==> src/rtl/ret_addr_stack_pkg.sv <==
// Shared processor definitions for the return-address stack: default sizing
// and the push/pop operation encoding.
package ret_addr_stack_pkg;

  localparam int RAS_ADDR_W = 12;
  localparam int RAS_DEPTH  = 8;
  localparam int RAS_PTR_W  = $clog2(RAS_DEPTH);

  typedef enum logic [1:0] {
    OP_NONE = 2'b00,
    OP_POP  = 2'b01,
    OP_PUSH = 2'b10,
    OP_REPL = 2'b11
  } ras_op_e;

  // {push, pop} maps straight onto the encoding; a stalled stage issues nothing.
  function automatic ras_op_e ras_decode(input logic en, input logic push,
                                         input logic pop);
    return en ? ras_op_e'({push, pop}) : OP_NONE;
  endfunction

endpackage

==> src/rtl/ret_addr_stack_stack_mem.sv <==
// Register-file storage for the return-address stack: one synchronous write
// port and one combinational read port; contents are not reset.
module stack_mem #(
  parameter int DEPTH  = 8,
  parameter int ADDR_W = 12,
  parameter int PTR_W  = $clog2(DEPTH)
) (
  input  logic              clk,
  input  logic              we_i,
  input  logic [PTR_W-1:0]  waddr_i,
  input  logic [ADDR_W-1:0] wdata_i,
  input  logic [PTR_W-1:0]  raddr_i,
  output logic [ADDR_W-1:0] rdata_o
);

  logic [DEPTH-1:0][ADDR_W-1:0] mem_q;

  always_ff @(posedge clk) begin
    if (we_i) mem_q[waddr_i] <= wdata_i;
  end

  assign rdata_o = mem_q[raddr_i];

endmodule

==> src/rtl/ret_addr_stack.sv <==
// Circular return-address stack: pointer/count/sticky-error control around a
// stack_mem register file. Overflow overwrites the oldest entry.
module ret_addr_stack
  import ret_addr_stack_pkg::*;
#(
  parameter int ADDR_W = RAS_ADDR_W,
  parameter int DEPTH  = RAS_DEPTH
) (
  input  logic                       clk,
  input  logic                       rst,
  input  logic                       en,
  input  logic                       push,
  input  logic [ADDR_W-1:0]          pushAddr,
  input  logic                       pop,
  input  logic                       clrErr,
  output logic [ADDR_W-1:0]          popAddr,
  output logic                       empty,
  output logic                       full,
  output logic [$clog2(DEPTH):0]     count,
  output logic                       ovf,
  output logic                       unf
);

  localparam int PTR_W   = $clog2(DEPTH);
  localparam int COUNT_W = PTR_W + 1;

  logic [PTR_W-1:0]   tp_q, tp_d, top_idx, waddr;
  logic [COUNT_W-1:0] count_q, count_d;
  logic               ovf_q, ovf_d, unf_q, unf_d;
  logic               ovf_set, unf_set, we;
  logic [ADDR_W-1:0]  rdata;
  ras_op_e            op;

  assign op      = ras_decode(en, push, pop);
  assign top_idx = tp_q - PTR_W'(1);
  assign empty   = (count_q == '0);
  assign full    = (count_q == COUNT_W'(DEPTH));

  always_comb begin
    tp_d    = tp_q;
    count_d = count_q;
    we      = 1'b0;
    waddr   = tp_q;
    ovf_set = 1'b0;
    unf_set = 1'b0;
    case (op)
      OP_PUSH: begin
        we   = 1'b1;
        tp_d = tp_q + PTR_W'(1);
        if (full) ovf_set = 1'b1;
        else      count_d = count_q + COUNT_W'(1);
      end
      OP_POP: begin
        if (empty) unf_set = 1'b1;
        else begin
          tp_d    = top_idx;
          count_d = count_q - COUNT_W'(1);
        end
      end
      OP_REPL: begin
        we = 1'b1;
        // Empty stack has no top to replace: degrade to a plain push.
        if (empty) begin
          unf_set = 1'b1;
          tp_d    = tp_q + PTR_W'(1);
          count_d = count_q + COUNT_W'(1);
        end else begin
          waddr = top_idx;
        end
      end
      default: ;
    endcase
    // Set wins over a simultaneous clear.
    ovf_d = ovf_set | (ovf_q & ~clrErr);
    unf_d = unf_set | (unf_q & ~clrErr);
  end

  always_ff @(posedge clk) begin
    if (!rst) begin
      tp_q    <= '0;
      count_q <= '0;
      ovf_q   <= 1'b0;
      unf_q   <= 1'b0;
    end else begin
      tp_q    <= tp_d;
      count_q <= count_d;
      ovf_q   <= ovf_d;
      unf_q   <= unf_d;
    end
  end

  // A write during reset is harmless: no output reads an entry above count.
  stack_mem #(
    .DEPTH  (DEPTH),
    .ADDR_W (ADDR_W),
    .PTR_W  (PTR_W)
  ) u_mem (
    .clk     (clk),
    .we_i    (we),
    .waddr_i (waddr),
    .wdata_i (pushAddr),
    .raddr_i (top_idx),
    .rdata_o (rdata)
  );

  assign popAddr = empty ? '0 : rdata;
  assign count   = count_q;
  assign ovf     = ovf_q;
  assign unf     = unf_q;

endmodule

==> config.mk <==
export PLATFORM = sky130hd
export DESIGN_NAME = ret_addr_stack
export DESIGN_NICKNAME = d
export VERILOG_FILES = /design/src/rtl/ret_addr_stack_pkg.sv /design/src/rtl/ret_addr_stack_stack_mem.sv /design/src/rtl/ret_addr_stack.sv
export SDC_FILE = /design/constraint.sdc
export NUM_CORES = 1
export LEC_CHECK = 0
export CAP_MARGIN = 30
export CELL_PAD_IN_SITES_DETAIL_PLACEMENT = 2
export CELL_PAD_IN_SITES_GLOBAL_PLACEMENT = 2
export CORE_ASPECT_RATIO = 0.9
export CORE_MARGIN = 2
export CORE_UTILIZATION = 30
export CTS_CLUSTER_DIAMETER = 40
export DETAILED_ROUTE_END_ITERATION = 8
export GPL_TIMING_DRIVEN = 0
export MAX_ROUTING_LAYER = met4
export PLACE_DENSITY = 0.69
export SYNTH_ARGS = -nofsm -noshare
export SYNTH_HDL_FRONTEND = slang
export SYNTH_SLANG_ARGS = --single-unit
==> constraint.sdc <==
create_clock -name clk -period 6.3 [get_ports clk]
set_input_delay 1.26 -clock clk [delete_from_list [all_inputs] [get_ports clk]]
set_output_delay 1.26 -clock clk [all_outputs]
set_load 0.1 [all_outputs]
After elaboration in Yosys (flattened, before gate mapping)
Index checks and enable logic that the tools add are counted.

Bits in registers: 105. Latch bits: 0. Memory bits (writable): 0. Memory bits (read-only): 0. Input port bits: 18. Output and inout port bits: 20. Memories: 0.

Add/subtract/negate cells: 4. Multipliers: 0. Div/mod/pow operators: 0. Magnitude comparators: 3. Equal/unequal tests: 7. Shift operators: 0. Muxes and demuxes: 20. Bitwise logic cells: 5. Reduce and logical (&&, ||, !) cells: 7.

Operators with widths (count): 96-bit bitwise mux (1); 12-bit binary-select mux with 3-bit select (1); 12-bit demux with 3-bit select (1); 12-bit 2-to-1 mux (3); 4-bit 2-to-1 mux (3); 4-bit one-hot mux with 3 select lines (1); 3-bit 2-to-1 mux (3); 3-bit one-hot mux with 3 select lines (1); 3-bit by 4-bit less-than comparator with 1-bit output (second input constant) (2); 2-bit inequality test (second input constant) (3); 1-bit 2-to-1 mux (5); 4-bit by 1-bit adder with 4-bit output (second input constant) (1); 2-bit equality test (second input constant) (2); 4-bit equality test (second input constant) (1); 4-bit zero test (1); 4-bit AND reduction (1); 2-bit OR reduction (2); 4-bit by 1-bit subtractor with 4-bit output (second input constant) (1); 3-bit by 1-bit adder with 3-bit output (second input constant) (1); 3-bit by 1-bit >= comparator with 1-bit output (second input constant) (1); 3-bit nonzero test (1); 3-bit by 1-bit subtractor with 3-bit output (second input constant) (1); 1-bit AND (2); 2-bit by 1-bit equality test with 1-bit output (second input constant) (1); 5 further kinds (6).

Logic depth before layout (Yosys ltp)
Word-level depth: 8. Gate-level depth with buffers: 10.

Cells and area by module
A second synthesis with hierarchy kept.

Cell total of the unflattened synthesis: 262. Area, all modules: 4615.7 µm².

By module, submodules not included: stack_mem (instances 1, cells each 152, area an instance 3747.3 µm², seq. area each 2882.8 µm²); ret_addr_stack (instances 1, cells each 110, area an instance 868.3 µm², seq. area each 180.2 µm²).

Worst setup path before layout
OpenSTA, ideal clock, no wires.

Kind: register -> output. Start point: register tp_q[0]. End point: output port popAddr[10]. Data arrival time: 3416 ps. Data required time: 5040 ps. Setup slack: 1624 ps. Stages on the path, launching flop included: 9. Path buffers: 3. Path through: dfxtp_1 -> buf_2 -> buf_2 -> inv_1 -> ha_1 -> clkbuf_1 -> mux4_2 -> nand2_1 -> a21oi_1.

Longest elaborated chain between the ends: 4.

Ends and longest elaborated chain: start, declared (line ret_addr_stack.sv:27) `logic [PTR_W-1:0] tp_q, tp_d, top_idx, waddr;`; start signal, assigned (line ret_addr_stack.sv:85) `tp_q <= tp_d;`; 3-bit by 1-bit subtractor with 3-bit output (line ret_addr_stack.sv:35) `assign top_idx = tp_q - PTR_W'(1);`; 12-bit binary-select mux with 3-bit select (line ret_addr_stack_stack_mem.sv:22) `assign rdata_o = mem_q[raddr_i];`; 12-bit 2-to-1 mux (not written as such) (line ret_addr_stack_stack_mem.sv:22); 12-bit 2-to-1 mux (line ret_addr_stack.sv:106) `assign popAddr = empty ? '0 : rdata;`; end, declared (line ret_addr_stack.sv:16) `output logic [ADDR_W-1:0] popAddr,`.

No other way between the ends. The select of a mux whose other input is x is not followed.

Worst setup path in the final report
Start point: register tp_q[0]. End point: output port popAddr[1].

Same word-level chain as after synthesis.

==> run_results.csv <==
group,metric,value,unit
setup_path,regToRegEndpoint,"u_mem.mem_q[22]",
floorplanning,initial_core_util,30.7,%
timing,slew_violations,0,
route,wl_met3,379,um
finish,multiInputGateArea,0.00132,mm^2
finish,final_util,37.4,%
timing,fin_tns_setup,0,ps
clock_network,clk_pin_slew_worst_paths,70,ps
place,io_buffers,37,
hold_path,hold_path_class,"flip-flop to flip-flop",
place,post-place-ws,887,ps
synth,ys_top_cells_by_area,"edfxtp_1 (64%), mux4_2 (12%), dfxtp_1 (4.0%)",
global_routing,grt_pass1_vias,2987,
setup_path,cp-end-kind,"output port",
clock_network,clock_sinks,105,
floorplanning,die_y,120,um
timing,worst_slack,586,ps
power,cellPowerDensity,340,mW/mm^2
finish,fin_nets,357,
setup_path,cp-start-kind,"flip-flop",
finish,final_cell_count_no_fill,535,
clock_network,root_buffer,"clkbuf_16",
setup_path,cp.arrival,4450,ps
synth,synth_top_area_cell,"edfxtp_1",
timing,final.period_utilization,90.7,%
clock_network,clock_latency,350,ps
synth,yosys.area.top_type_share,64.1,%
hold_path,min_to,"ovf",
finish,seq_area,0.00306,mm^2
power,internal_power,1.21,mW
timing,rsz0062_at_grt,"false",
hold_path,hold_depth,2,
synth,syn-cell-area,0.00450,mm^2
setup_path,worst_r2r_path_depth,9,
finish,n_antenna_cell,0,
finish,final_layout_size_suffix_gt1_share,18.4,%
timing,worst_clock_skew,10.2,ps
route,ant_nets,0,
floorplanning,io_pins,38,
power,power_frac_comb,28.7,%
timing,slew_headroom,34.0,%
timing,finalHoldViolCount,0,
power,swShare,35.1,%
route,drc,0,
timing,max_freq,175,MHz
power,total_power,1.86,mW
clock_network,cts_buffer_depth,2,
route,top_layer,"met4",
floorplanning,rows,42,
clock_network,cts_tree,"built",
synth,synthCells,276,
place,gp_congestion,0.744,
status,outcome,"finished clean",
setup_path,rr_startpoint,"tp_q[0]",
global_routing,track_usage,15.8,%
route,routedWlPerCell,20.9,um
global_routing,grt_max_degree,19,
place,dpl.hpwl,7.86,mm
job,drv_cap,0,
floorplanning,die_w,133,um
synth,syn_avg_cell_area,16.3,um^2
global_routing,antenna_found_initial,0,
route,post_drt_via_cell_ratio,4.79,
floorplanning,die_area,0.0160,mm^2
route,via_count,2561,
route,drt_iter0_drc,122,
setup_path,r2r_slack,2350,ps
power,p_clk_share,28.7,%
synth,ys_ff_latch,105,
setup_path,critical_path.max_fanout,10,
finish,area_growth_syn_to_layout,21.8,%
hold_path,hp-start,"ovf",
place,dp_cells,519,
floorplanning,coreArea,0.0147,mm^2
clock_network,numCtsBuffers,9,
clock_network,ctsResizeCount,0,
power,seqPwrFrac,42.6,%
clock_network,cts_setup_buffers,0,
setup_path,crit_type,"flip-flop to output port",
timing,post-route-min-period,5710,ps
timing,worst_slew_pin_slew,986,ps
synth,synth_warnings,0,
global_routing,grt_pass1_wl,17.8,mm
setup_path,cp.required,5040,ps
finish,n_fill_cell,1444,
route,wl_met2,5.48,mm
clock_network,postCtsHoldBufs,0,
synth,synth.distinct_cells,41,
power,p_leak,1.82,nW
clock_network,htreeDepth,3,
power,vdd_ir_drop_max,122,uV
route,dr.pass1.iters,4,
synth,seq_area_frac_synth,68.1,%
timing,setup_viol,0,
route,finalWirelength,11.2,mm
synth,syn-num-nets,301,
global_routing,overflow,0,
route,drt-met1-wl,5.18,mm
power,power.switching,0.652,mW
## stage by stage
stage          hold slack, ps  area, um^2
6_report                  495        5480
5_1_grt                   548        5480
4_1_cts                   505        5480
3_5_place_dp              494        5200
3_3_place_gp              463        5120
2_1_floorplan             650        4500
## cells by family (layout without fill, tap and decap cells)
| kind of cell | after synthesis | after routing | share of synthesized area [%] |
|---|---|---|---|
| compound gates | 31 | 31 | 5.01 |
| xor+xnor | 5 | 5 | 0.974 |
| fa+ha+maj | 7 | 7 | 1.95 |
| buf+inv | 24 | 85 | 2.59 |
| flops | 105 | 105 | 68.1 |
| mux | 31 | 31 | 13.6 |
| simple gates | 73 | 73 | 7.79 |
## layout make-up
cell class / count / share of cell area, %
flip-flops and latches: 105 / 55.9
multi-input cells: 147 / 24.1
repair buffers: 45 / 8.33
well taps: 198 / 4.52
clock buffers: 10 / 4.18
plain buffers: 14 / 1.35
clock inverters: 6 / 0.890
inverters: 10 / 0.776
## Yosys cell counts
cell type / count
nand4_1: 1
or4_1: 1
nand3_1: 3
xor2_1: 2
edfxtp_1: 96
or3_1: 1
nand2_1: 34
and3_1: 1
a41oi_1: 1
nand2b_1: 5
o41ai_4: 1
buf_2: 5
o211a_1: 2
mux4_2: 24
mux2_2: 1
nor2_1: 12
nor3_1: 4
o21ai_0: 2
o211ai_4: 1
o211ai_1: 2
clkinv_4: 1
buf_6: 2
and4_1: 2
nor2b_1: 1
and3_2: 1
a221oi_2: 1
clkbuf_1: 6
ha_1: 7
or2_2: 1
o21a_1: 1
inv_1: 9
and3b_1: 1
dfxtp_1: 9
nor4b_1: 1
and2_2: 1
o21ai_1: 1
mux2i_1: 6
buf_1: 1
nor3b_1: 3
xnor2_1: 3
a21oi_1: 19
## metal layers
layer	up-vias	GRT usage [%]
li1	1180	-
met1	1331	20.2
met2	41	25.4
met3	9	2.87
met4	0	5.71
met5	-	-
## critical path, stage by stage, from the launching register on
cell,delay (ps)
dfxtp_1,340
buf_2,300
buf_2,430
inv_1,160
ha_1,220
clkbuf_1,190
xnor2_1,330
clkbuf_1,610
nand2_1,160
a21oi_1,210
clkdlybuf4s50_1,1160
## power by group through the flow
stage          clock network, mW  registers, mW  logic [mW]
3_5_place_dp                   0          0.808       0.540
6_report                   0.535          0.792       0.534
3_3_place_gp                   0          0.806       0.526
4_1_cts                    0.551          0.792       0.543
5_1_grt                    0.575          0.794       0.569
2_1_floorplan                  0          0.827       0.364
## worst max-delay path by stage
stage | from | end | slack [ps]
after floorplan | tp_q[0] | popAddr[10] | 1620
after global placement | tp_q[0] | popAddr[1] | 890
after detailed placement | tp_q[0] | popAddr[1] | 890
after CTS | tp_q[0] | popAddr[1] | 490
after global routing | tp_q[0] | popAddr[1] | 220
final | tp_q[0] | popAddr[1] | 590
## state kept, by name (all words and copies together) (netlist names)
name         count
u_mem.mem_q     96
ovf              1
unf              1
tp_q             3
count            4
## cell usage in the layout (no fill, tap or decap), types with 2 or more instances in the layout
cell type	netlist	routed
nor3_1	4	4
xnor2_1	3	3
o21ai_0	2	2
nand2_1	34	34
clkdlybuf4s50_1	0	37
nand3_1	3	3
mux4_2	24	24
nor3b_1	3	3
edfxtp_1	96	96
mux2i_1	6	6
buf_4	0	2
xor2_1	2	2
a21oi_1	19	19
nor2_1	12	12
dfxtp_1	9	9
clkbuf_1	6	7
nand2b_1	5	5
buf_6	2	7
o211ai_1	2	2
inv_1	9	9
clkbuf_16	0	9
o211a_1	2	2
and4_1	2	2
buf_2	5	5
ha_1	7	7
inv_6	0	2
clkinvlp_4	0	2
Power figures use the tool's default switching activity.
